<file path="config.mk">
export PLATFORM = sky130hd
export DESIGN_NAME = memory_map_ctrl_flat
export DESIGN_NICKNAME = d
export VERILOG_FILES = /design/src/rtl/memory_map_ctrl_if.sv /design/src/rtl/memory_map_ctrl.sv /design/src/flat_wrapper.sv
export SDC_FILE = /design/constraint.sdc
export NUM_CORES = 1
export LEC_CHECK = 0
export BUFFER_PORTS_ARGS = -buffer_cell sky130_fd_sc_hd__buf_2
export CAP_MARGIN = 20
export CORE_AREA = 5 5 84 163
export CTS_CLUSTER_SIZE = 24
export DETAILED_ROUTE_END_ITERATION = 7
export DIE_AREA = 0 0 89 168
export GPL_TIMING_DRIVEN = 0
export PLACE_DENSITY = 0.89
export SKIP_CTS_REPAIR_TIMING = 1
export SYNTH_ARGS = -nofsm -noshare
export SYNTH_HDL_FRONTEND = slang
export SYNTH_SLANG_ARGS = --single-unit
</file>
<file path="constraint.sdc">
create_clock -name clk -period 4.6 [get_ports clk]
set_input_delay 0.69 -clock clk [delete_from_list [all_inputs] [get_ports clk]]
set_output_delay 0.69 -clock clk [all_outputs]
set_load 0.03 [all_outputs]
</file>
<file path="src/rtl/memory_map_ctrl_if.sv">
// Bus bundle between the memory-map controller, the core data port and the slaves.
// The master modport is the controller; the slave modport is the core/slave side.
interface memory_map_ctrl_if #(
    parameter int DATA_WIDTH = 32,
    parameter int ADDR_WIDTH = 32,
    parameter int NUM_SLAVES = 3
);
    logic                             req;
    logic                             we;
    logic                             re;
    logic [ADDR_WIDTH-1:0]            address;
    logic [DATA_WIDTH-1:0]            wd;
    logic [DATA_WIDTH-1:0]            rd;
    logic                             ready;
    logic                             err;
    logic [ADDR_WIDTH-1:0]            map_Address;
    logic [DATA_WIDTH-1:0]            map_Data;
    logic [NUM_SLAVES-1:0]            HSel;
    logic [NUM_SLAVES-1:0]            WSel;
    logic [NUM_SLAVES*DATA_WIDTH-1:0] HRData;
    logic [NUM_SLAVES-1:0]            HReady;

    modport master (
        input  req, we, re, address, wd, HRData, HReady,
        output rd, ready, err, map_Address, map_Data, HSel, WSel
    );

    modport slave (
        output req, we, re, address, wd, HRData, HReady,
        input  rd, ready, err, map_Address, map_Data, HSel, WSel
    );
endinterface

</file>
<file path="src/rtl/memory_map_ctrl.sv">
// Registered memory-map master: window decode, one-hot slave select, ready/timeout handshake.
// Optional MEMORY_MAP_STACK_EN remaps the stack window into STACK_SLAVE with a fixed offset.
module memory_map_ctrl #(
    parameter int                               DATA_WIDTH   = 32,
    parameter int                               ADDR_WIDTH   = 32,
    parameter int                               NUM_SLAVES   = 3,
    parameter logic [NUM_SLAVES*ADDR_WIDTH-1:0] SLAVE_BASE   = {32'h1004_0000, 32'h1001_0000, 32'h1001_0020},
    parameter logic [NUM_SLAVES*ADDR_WIDTH-1:0] SLAVE_LIMIT  = {32'h7FFF_EFFC, 32'h1003_FFFF, 32'h1001_0040},
    parameter int                               TIMEOUT      = 15,
    parameter logic [ADDR_WIDTH-1:0]            STACK_BASE   = 32'h7FFF_E000,
    parameter int unsigned                      STACK_SLAVE  = 1,
    parameter logic [ADDR_WIDTH-1:0]            STACK_OFFSET = 32'hD4
) (
    input logic               clk,
    input logic               rst,
    memory_map_ctrl_if.master bus
);
    localparam int SEL_W = (NUM_SLAVES > 1) ? $clog2(NUM_SLAVES) : 1;
    localparam int CNT_W = 8;
    localparam logic [ADDR_WIDTH-1:0] STACK_LIMIT = SLAVE_LIMIT[STACK_SLAVE*ADDR_WIDTH +: ADDR_WIDTH];
`ifdef MEMORY_MAP_STACK_EN
    localparam bit STACK_EN = 1'b1;
`else
    localparam bit STACK_EN = 1'b0;
`endif

    typedef enum logic [1:0] {
        IDLE   = 2'd0,
        ACCESS = 2'd1,
        RESP   = 2'd2
    } state_t;

    state_t                r_state;
    logic [CNT_W-1:0]      r_cnt;
    logic [SEL_W-1:0]      r_sel;
    logic                  r_we;
    logic [NUM_SLAVES-1:0] r_hsel;
    logic [NUM_SLAVES-1:0] r_wsel;
    logic [ADDR_WIDTH-1:0] r_map_address;
    logic [DATA_WIDTH-1:0] r_map_data;
    logic [DATA_WIDTH-1:0] r_rd;
    logic                  r_ready;
    logic                  r_err;

    logic [NUM_SLAVES-1:0] w_hit;
    logic [ADDR_WIDTH-1:0] w_off [NUM_SLAVES];
    logic                  w_dec_hit;
    logic [SEL_W-1:0]      w_dec_sel;
    logic [ADDR_WIDTH-1:0] w_dec_off;
    logic [NUM_SLAVES-1:0] w_onehot;
    logic                  w_in_stack;
    logic [ADDR_WIDTH-1:0] w_stack_off;
    logic                  w_sel_ready;
    logic [DATA_WIDTH-1:0] w_sel_rdata;

    genvar gi;
    generate
        for (gi = 0; gi < NUM_SLAVES; gi++) begin : g_window
            localparam logic [ADDR_WIDTH-1:0] BASE  = SLAVE_BASE[gi*ADDR_WIDTH +: ADDR_WIDTH];
            localparam logic [ADDR_WIDTH-1:0] LIMIT = SLAVE_LIMIT[gi*ADDR_WIDTH +: ADDR_WIDTH];
            assign w_hit[gi] = (bus.address >= BASE) && (bus.address <= LIMIT);
            assign w_off[gi] = bus.address - BASE;
        end
    endgenerate

    assign w_in_stack  = (bus.address >= STACK_BASE) && (bus.address <= STACK_LIMIT);
    assign w_stack_off = bus.address - STACK_BASE + STACK_OFFSET;

    // Scan from the top so the lowest-index matching window is the one left standing.
    always_comb begin
        w_dec_hit = |w_hit;
        w_dec_sel = '0;
        w_dec_off = '0;
        for (int i = NUM_SLAVES - 1; i >= 0; i--) begin
            if (w_hit[i]) begin
                w_dec_sel = SEL_W'(i);
                w_dec_off = w_off[i];
            end
        end
        if (STACK_EN && w_in_stack) begin
            w_dec_hit = 1'b1;
            w_dec_sel = SEL_W'(STACK_SLAVE);
            w_dec_off = w_stack_off;
        end
    end

    assign w_onehot    = NUM_SLAVES'(1) << w_dec_sel;
    assign w_sel_ready = bus.HReady[r_sel];
    assign w_sel_rdata = bus.HRData[r_sel*DATA_WIDTH +: DATA_WIDTH];

    always_ff @(posedge clk) begin
        if (rst) begin
            r_state       <= IDLE;
            r_cnt         <= '0;
            r_sel         <= '0;
            r_we          <= 1'b0;
            r_hsel        <= '0;
            r_wsel        <= '0;
            r_map_address <= '0;
            r_map_data    <= '0;
            r_rd          <= '0;
            r_ready       <= 1'b0;
            r_err         <= 1'b0;
        end else begin
            unique case (r_state)
                IDLE: begin
                    r_ready <= 1'b0;
                    r_err   <= 1'b0;
                    if (bus.req && (bus.we || bus.re)) begin
                        r_we       <= bus.we;
                        r_map_data <= bus.wd;
                        if (w_dec_hit) begin
                            r_state       <= ACCESS;
                            r_sel         <= w_dec_sel;
                            r_cnt         <= '0;
                            r_hsel        <= w_onehot;
                            r_wsel        <= bus.we ? w_onehot : '0;
                            r_map_address <= w_dec_off >> 2;
                        end else begin
                            r_state <= RESP;
                            r_ready <= 1'b1;
                            r_err   <= 1'b1;
                            r_rd    <= '0;
                        end
                    end
                end
                ACCESS: begin
                    // A completion in the same cycle as the timeout still counts as success.
                    if (w_sel_ready) begin
                        r_state <= RESP;
                        r_ready <= 1'b1;
                        r_err   <= 1'b0;
                        r_rd    <= r_we ? '0 : w_sel_rdata;
                        r_hsel  <= '0;
                        r_wsel  <= '0;
                    end else if (r_cnt == CNT_W'(TIMEOUT)) begin
                        r_state <= RESP;
                        r_ready <= 1'b1;
                        r_err   <= 1'b1;
                        r_rd    <= '0;
                        r_hsel  <= '0;
                        r_wsel  <= '0;
                    end else begin
                        r_cnt <= r_cnt + 1'b1;
                    end
                end
                RESP: begin
                    r_state <= IDLE;
                    r_ready <= 1'b0;
                    r_err   <= 1'b0;
                    r_cnt   <= '0;
                end
                default: r_state <= IDLE;
            endcase
        end
    end

    assign bus.rd          = r_rd;
    assign bus.ready       = r_ready;
    assign bus.err         = r_err;
    assign bus.map_Address = r_map_address;
    assign bus.map_Data    = r_map_data;
    assign bus.HSel        = r_hsel;
    assign bus.WSel        = r_wsel;
endmodule

</file>
<file path="src/flat_wrapper.sv">
// flat-port wrapper written by rule: the top's interface ports become plain ports
module memory_map_ctrl_flat 
#(
    parameter int                               DATA_WIDTH   = 32,
    parameter int                               ADDR_WIDTH   = 32,
    parameter int                               NUM_SLAVES   = 3,
    parameter logic [NUM_SLAVES*ADDR_WIDTH-1:0] SLAVE_BASE   = {32'h1004_0000, 32'h1001_0000, 32'h1001_0020},
    parameter logic [NUM_SLAVES*ADDR_WIDTH-1:0] SLAVE_LIMIT  = {32'h7FFF_EFFC, 32'h1003_FFFF, 32'h1001_0040},
    parameter int                               TIMEOUT      = 15,
    parameter logic [ADDR_WIDTH-1:0]            STACK_BASE   = 32'h7FFF_E000,
    parameter int unsigned                      STACK_SLAVE  = 1,
    parameter logic [ADDR_WIDTH-1:0]            STACK_OFFSET = 32'hD4
)
  (clk, rst, bus_req, bus_we, bus_re, bus_address, bus_wd, bus_HRData, bus_HReady, bus_rd, bus_ready, bus_err, bus_map_Address, bus_map_Data, bus_HSel, bus_WSel);
  memory_map_ctrl_if #(.DATA_WIDTH(DATA_WIDTH), .ADDR_WIDTH(ADDR_WIDTH), .NUM_SLAVES(NUM_SLAVES)) bus_i ();
  input logic clk;
  input logic rst;
  input wire logic [$bits(bus_i.req)-1:0] bus_req;
  input wire logic [$bits(bus_i.we)-1:0] bus_we;
  input wire logic [$bits(bus_i.re)-1:0] bus_re;
  input wire logic [$bits(bus_i.address)-1:0] bus_address;
  input wire logic [$bits(bus_i.wd)-1:0] bus_wd;
  input wire logic [$bits(bus_i.HRData)-1:0] bus_HRData;
  input wire logic [$bits(bus_i.HReady)-1:0] bus_HReady;
  output wire logic [$bits(bus_i.rd)-1:0] bus_rd;
  output wire logic [$bits(bus_i.ready)-1:0] bus_ready;
  output wire logic [$bits(bus_i.err)-1:0] bus_err;
  output wire logic [$bits(bus_i.map_Address)-1:0] bus_map_Address;
  output wire logic [$bits(bus_i.map_Data)-1:0] bus_map_Data;
  output wire logic [$bits(bus_i.HSel)-1:0] bus_HSel;
  output wire logic [$bits(bus_i.WSel)-1:0] bus_WSel;
  assign bus_i.req = bus_req;
  assign bus_i.we = bus_we;
  assign bus_i.re = bus_re;
  assign bus_i.address = bus_address;
  assign bus_i.wd = bus_wd;
  assign bus_i.HRData = bus_HRData;
  assign bus_i.HReady = bus_HReady;
  assign bus_rd = bus_i.rd;
  assign bus_ready = bus_i.ready;
  assign bus_err = bus_i.err;
  assign bus_map_Address = bus_i.map_Address;
  assign bus_map_Data = bus_i.map_Data;
  assign bus_HSel = bus_i.HSel;
  assign bus_WSel = bus_i.WSel;
  memory_map_ctrl #(.DATA_WIDTH(DATA_WIDTH), .ADDR_WIDTH(ADDR_WIDTH), .NUM_SLAVES(NUM_SLAVES), .SLAVE_BASE(SLAVE_BASE), .SLAVE_LIMIT(SLAVE_LIMIT), .TIMEOUT(TIMEOUT), .STACK_BASE(STACK_BASE), .STACK_SLAVE(STACK_SLAVE), .STACK_OFFSET(STACK_OFFSET)) u_core (.clk(clk), .rst(rst), .bus(bus_i));
endmodule
</file>
Word-level counts from Yosys, hierarchy flattened
Index checks and enable logic that the tools add are counted.
- bits in registers: 115
- bits of input ports: 168
- output and inout bits: 104
- word-level logic and storage cells: 89
- $add $sub $neg: 4
- order comparisons: 7
- eq/ne operators: 9
- shift operators: 2
- mux-type cells: 40
- reductions and logical operators: 16
- operator list (kind ; count):
    32-bit two-way mux ; 8
    32-bit by 29-bit greater-or-equal comparator with 1-bit output, second input constant ; 3
    96-bit by 8-bit variable part select with 32-bit output ; 1
    32-bit by 29-bit subtractor with 32-bit output, second input constant ; 3
    32-bit by 29-bit less-or-equal comparator with 1-bit output, second input constant ; 2
    32-bit case mux with 2 select lines ; 1
    32-bit by 31-bit less-or-equal comparator with 1-bit output, second input constant ; 1
    8-bit two-way mux ; 4
    8-bit case mux with 3 select lines ; 1
    3-bit two-way mux ; 7
    2-bit two-way mux ; 7
    3-bit case mux with 2 select lines ; 2
    8-bit by 1-bit adder with 8-bit output, second input constant ; 1
    8-bit by 4-bit == test with 1-bit output, second input constant ; 1
    4-bit AND reduction ; 2
    1-bit two-way mux ; 6
    2-bit != test, second input constant ; 3
    1-bit case mux with 3 select lines ; 2
    2-bit AND reduction ; 3
    5-bit AND reduction ; 1
    1-bit logical AND ; 4
    2-bit by 1-bit != test with 1-bit output, second input constant ; 2
    2-bit case mux with 2 select lines ; 1
    2-bit by 3-bit < comparator with 1-bit output, second input constant ; 1
    11 further kinds ; 11

Depth between registers and ports, before layout
- depth in word-level cells: 10
- depth in mapped cells: 11
- mapped depth without buffers: 9

Worst setup path before layout
Ideal clock, no wire load.
- path type: input to register
- from: input port bus_address[19]
- to: register u_core.r_rd[10] (netlist: u_core.bus.rd[10])
- library setup time: 0.117 ns
- arrival time: 3.031 ns
- data required time: 4.483 ns
- path slack: 1.452 ns
- stages: 11
- buffers on the path: 2
- cell sequence: inv_1 > ha_1 > or4b_4 > o41ai_2 > a31o_2 > a22o_1 > buf_6 > a41oi_4 > o21a_2 > buf_4 > a22o_1
- cells in the longest elaborated chain, start to end: 5
- elaborated cells between the ends (all ways): 12
- those cells by class: order compare (6); eq/ne (1); reduce/logical (5)
- ends and longest elaborated chain (what ; line ; source):
    start: declaration ; flat_wrapper.sv:21 ; input wire logic [$bits(bus_i.address)-1:0] bus_address;
    32-bit by 29-bit greater-or-equal comparator with 1-bit output (tied with other cells) ; memory_map_ctrl.sv:61 ; assign w_hit[gi] = (bus.address >= BASE) && (bus.address <= LIMIT);
    1-bit logical AND ; memory_map_ctrl.sv:61 ;
    3-bit OR reduction * ; memory_map_ctrl.sv:71 ; w_dec_hit = |w_hit;
    2-bit != test (no line) * ; - ;
    4-bit AND reduction (no line) * ; - ;
    end signal: assignment ; memory_map_ctrl.sv:133 ; r_rd <= r_we ? '0 : w_sel_rdata;
    end: declaration ; memory_map_ctrl.sv:41 ; logic [DATA_WIDTH-1:0] r_rd;
Mark *: on every way between the ends. The rest lies on a longest branch, timed or not.
A chain may end at the register's enable or synchronous reset.

Final worst setup path
- from: input port bus_address[19]
- to: register u_core.r_map_address[4] (netlist: u_core.bus.map_Address[4])
- cells in the longest elaborated chain, start to end: 5
- elaborated cells between the ends (all ways): 14
- those cells by class: order compare (6); mux (3); reduce/logical (5)
- ends and longest elaborated chain (what ; line ; source):
    32-bit by 29-bit greater-or-equal comparator with 1-bit output / 32-bit by 31-bit less-or-equal comparator with 1-bit output (equally long branches) ; memory_map_ctrl.sv:61 ;
    1-bit logical AND ; memory_map_ctrl.sv:61 ;
    32-bit two-way mux (3 in a row) ; memory_map_ctrl.sv:75 ; if (w_hit[i]) begin
    end signal: assignment ; memory_map_ctrl.sv:118 ; r_map_address <= w_dec_off >> 2;
    end: declaration ; memory_map_ctrl.sv:39 ; logic [ADDR_WIDTH-1:0] r_map_address;
Several ways; a longest one is shown, not always the timed one.

==> flow_metrics.tcl <==
set metrics [dict create \
    status "complete, no violations" \
    hold_path_end "u_core.bus.map_Data[3]" \
    cp_max_fo 10 \
    slew_violations 0 \
    finalHoldViolCount 0 \
    dp_slack_ps 757 \
    grt_pass1_vias 7063 \
    synthCells 753 \
    ys_ff_latch 115 \
    post_drt_wl_per_cell_um 20.3 \
    synth-edff-count 0 \
    grt_first_pass_wirelength_mm 36.0 \
    htree_levels 4 \
    place_congestion 1.01 \
    vias 7161 \
    finalSetupTns_ps 0 \
    firstDrtPassIters 6 \
    hp-start "u_core.bus.map_Data[3]" \
    synth_top_area_frac 0.372 \
    drc 0 \
    n_antenna_cell 0 \
    drt_iter0_drc 492 \
    cts.path.max_buffers 2 \
    ys_top_cells_by_area "dfxtp_1, nand2_1, mux2i_1, a22o_1, a21oi_1" \
    dp_hpwl_mm 18.8 \
    power_density_mw_per_mm2 373 \
    yosysWarnings 0 \
    grt_max_degree 17 \
    clk_pin_slew_worst_paths_ps 60 \
    r2r-end "u_core.r_cnt[7]" \
    ios 272 \
    rsz0062_at_grt "no" \
    peakVddDrop_uv 273 \
    drive_gt1_frac 0.321 \
    cts_tree "yes" \
    endpoint_kind "flop" \
    crit_arrival_ps 3910 \
    finalWirelength_mm 24.3 \
    worst_pin_slew_ps 901 \
    fin_ws_ps 988 \
    clock.fmax_ghz 0.277 \
    r2r_slack_ps 1570 \
    cap_violations 0 \
    skew_ps 7.72 \
    leakagePower_nw 3.65 \
    dieArea_mm2 0.0150 \
    drtAntennaViolNets 0 \
    antenna_found_initial 0 \
    row_count 57 \
    core_region_area_mm2 0.0122 \
    cts.sinks 115 \
    criticalPathCategory "primary input to flop" \
    via_per_inst 5.98 \
    yosysSeqAreaShare 0.372 \
    min_period_ps 3610 \
    nNetsFinal 1220 \
    root_buffer "clkbuf_16" \
    setup-violations-final 0 \
    r2r-start "u_core.r_sel[1]" \
    io_buffers 265 \
    die_x_um 89 \
    hold_path.class "flop to flop" \
    start_kind "primary input" \
    whs_path_depth 2 \
    nFillCells 1007 \
    grt_overflow 0 \
    crit_required_ps 4890 \
    die_height_um 168 \
    critPathLaunch "bus_address[19]" \
    yosys.area.top_type "dfxtp_1" \
    syn_area_per_cell_um2 8.21 \
    numCtsBuffers 17 \
    clk_latency_ps 400 \
    synthArstFlopShare 0 \
    track_usage 0.311 \
    p_total_mw 3.10 \
    r2r_cells 8 \
    fin_crit_sh 0.785 \
    yosysUniqueCellTypes 69 \
    ys.flop_type "dfxtp_1" \
    netlist_area_mm2 0.00618 \
    slew-limit-headroom 0.392 \
    initial_core_util 0.507 \
    syn_to_final_growth_pct 34.6 \
]
-- logic make-up after synthesis --
kind of cell,Yosys count,share of synthesized area
flops,115,0.372
simple gates,270,0.206
compound gates,233,0.264
other cells,1,0.000606
buf+inv,73,0.0544
fa+ha+maj,14,0.0283
mux,39,0.0631
xor+xnor,8,0.0113
-- synth_stat cells, types with 3 or more instances --
master / n
a22o_1: 34
or2_2: 4
o21ai_0: 52
a31oi_1: 7
buf_6: 4
nand2_1: 122
nor3_1: 11
o211ai_1: 11
inv_1: 15
a211oi_1: 13
o41ai_1: 6
a21oi_1: 54
or3_1: 6
ha_1: 14
and3_1: 6
nand2b_1: 5
nor2_1: 51
nand3_1: 28
and4_1: 4
xnor2_1: 6
o31ai_1: 9
buf_2: 8
nand4_1: 13
nor4_1: 6
dfxtp_1: 115
clkbuf_1: 36
o22ai_1: 3
mux2i_1: 39
buf_4: 6
o221a_2: 6
a22oi_1: 4
buf_1: 3
o21a_1: 4
-- power by group --
part	switching [mW]	leakage [nW]	internal, mW
registers	0.0300	0.935	1.05
clock network	0.485	0.288	0.920
logic	0.410	2.43	0.210
-- how the worst max path moves through the flow --
stage / endpoint / slack, ps / cells after the start
floorplan: u_core.bus.rd[10] / 1450 / 11
global placement: u_core.bus.map_Address[28] / 750 / 11
detailed placement: u_core.bus.WSel[0] / 760 / 11
CTS: u_core.bus.WSel[0] / 1160 / 11
global route: u_core.bus.WSel[0] / 920 / 11
finish: u_core.bus.map_Address[4] / 990 / 11
-- layout make-up --
cell class | count | area (um^2) | share of cell area
Timing Repair Buffer | 265 | 1330 | 0.159
Sequential cell | 115 | 2300 | 0.277
Multi-Input combinational cell | 566 | 3550 | 0.426
Inverter | 16 | 60.1 | 0.00722
Buffer | 57 | 277 | 0.0332
Tap cell | 147 | 184 | 0.0221
Clock buffer | 19 | 443 | 0.0532
Clock inverter | 12 | 180 | 0.0217
-- stage by stage --
| stage | utilization | instances | cell area [um^2] | hold slack, ps |
|---|---|---|---|---|
| after global routing | 0.682 | 1197 | 8320 | 471 |
| after CTS | 0.682 | 1197 | 8320 | 452 |
| after global placement | 0.631 | 1166 | 7700 | 439 |
| after detailed placement | 0.631 | 1166 | 7700 | 444 |
| final | 0.682 | 1197 | 8320 | 453 |
| after floorplan | - | 754 | 6190 | 432 |
-- state kept, by name (all words and copies together), names as in the netlist --
signal,count
u_core.bus.rd,32
u_core.bus.err,1
u_core.r_state,2
u_core.bus.map_Data,32
u_core.r_cnt,8
u_core.r_we,1
u_core.bus.map_Address,30
u_core.bus.HSel,3
u_core.bus.WSel,3
u_core.bus.ready,1
u_core.r_sel,2
-- layer usage --
metal | part of all wire | track usage | routed length [um] | vias up
met4 | 0.064 | 0.191 | 1560 | 0
met3 | 0.086 | 0.0562 | 2100 | 111
met2 | 0.53 | 0.582 | 12900 | 441
li1 | - | - | - | 3336
met5 | 0 | 0 | 0 | -
met1 | 0.32 | 0.298 | 7840 | 3273
-- placed cells by master (no fill, tap or decap), types with 3 or more instances in the layout --
cell,n
nor3_1,11
a31oi_1,7
nand4_1,13
nor2_1,51
mux2i_1,39
o21a_1,4
o22ai_1,3
o221a_2,6
a21oi_1,54
nand2b_1,5
or2_2,4
and4_1,4
and3_1,6
buf_1,3
xnor2_1,6
clkbuf_16,17
o211ai_1,11
a211oi_1,13
o21ai_0,52
a22oi_1,4
clkinvlp_4,5
bufinv_16,4
clkbuf_1,37
dfxtp_1,115
buf_4,6
nand3_1,28
buf_2,273
o31ai_1,9
o41ai_1,6
ha_1,14
a22o_1,34
nor4_1,6
buf_6,4
inv_1,15
nand2_1,122
or3_1,6
-- critical path, cell delays in order --
cell and delay (ps):
buf_2 140, inv_1 150, ha_1 250, or4b_4 520
o41ai_2 470, a31o_2 250, a22oi_2 120, buf_2 230
a21oi_1 640, a22oi_1 150, o221a_2 290
(Power assumes the default switching activity.)
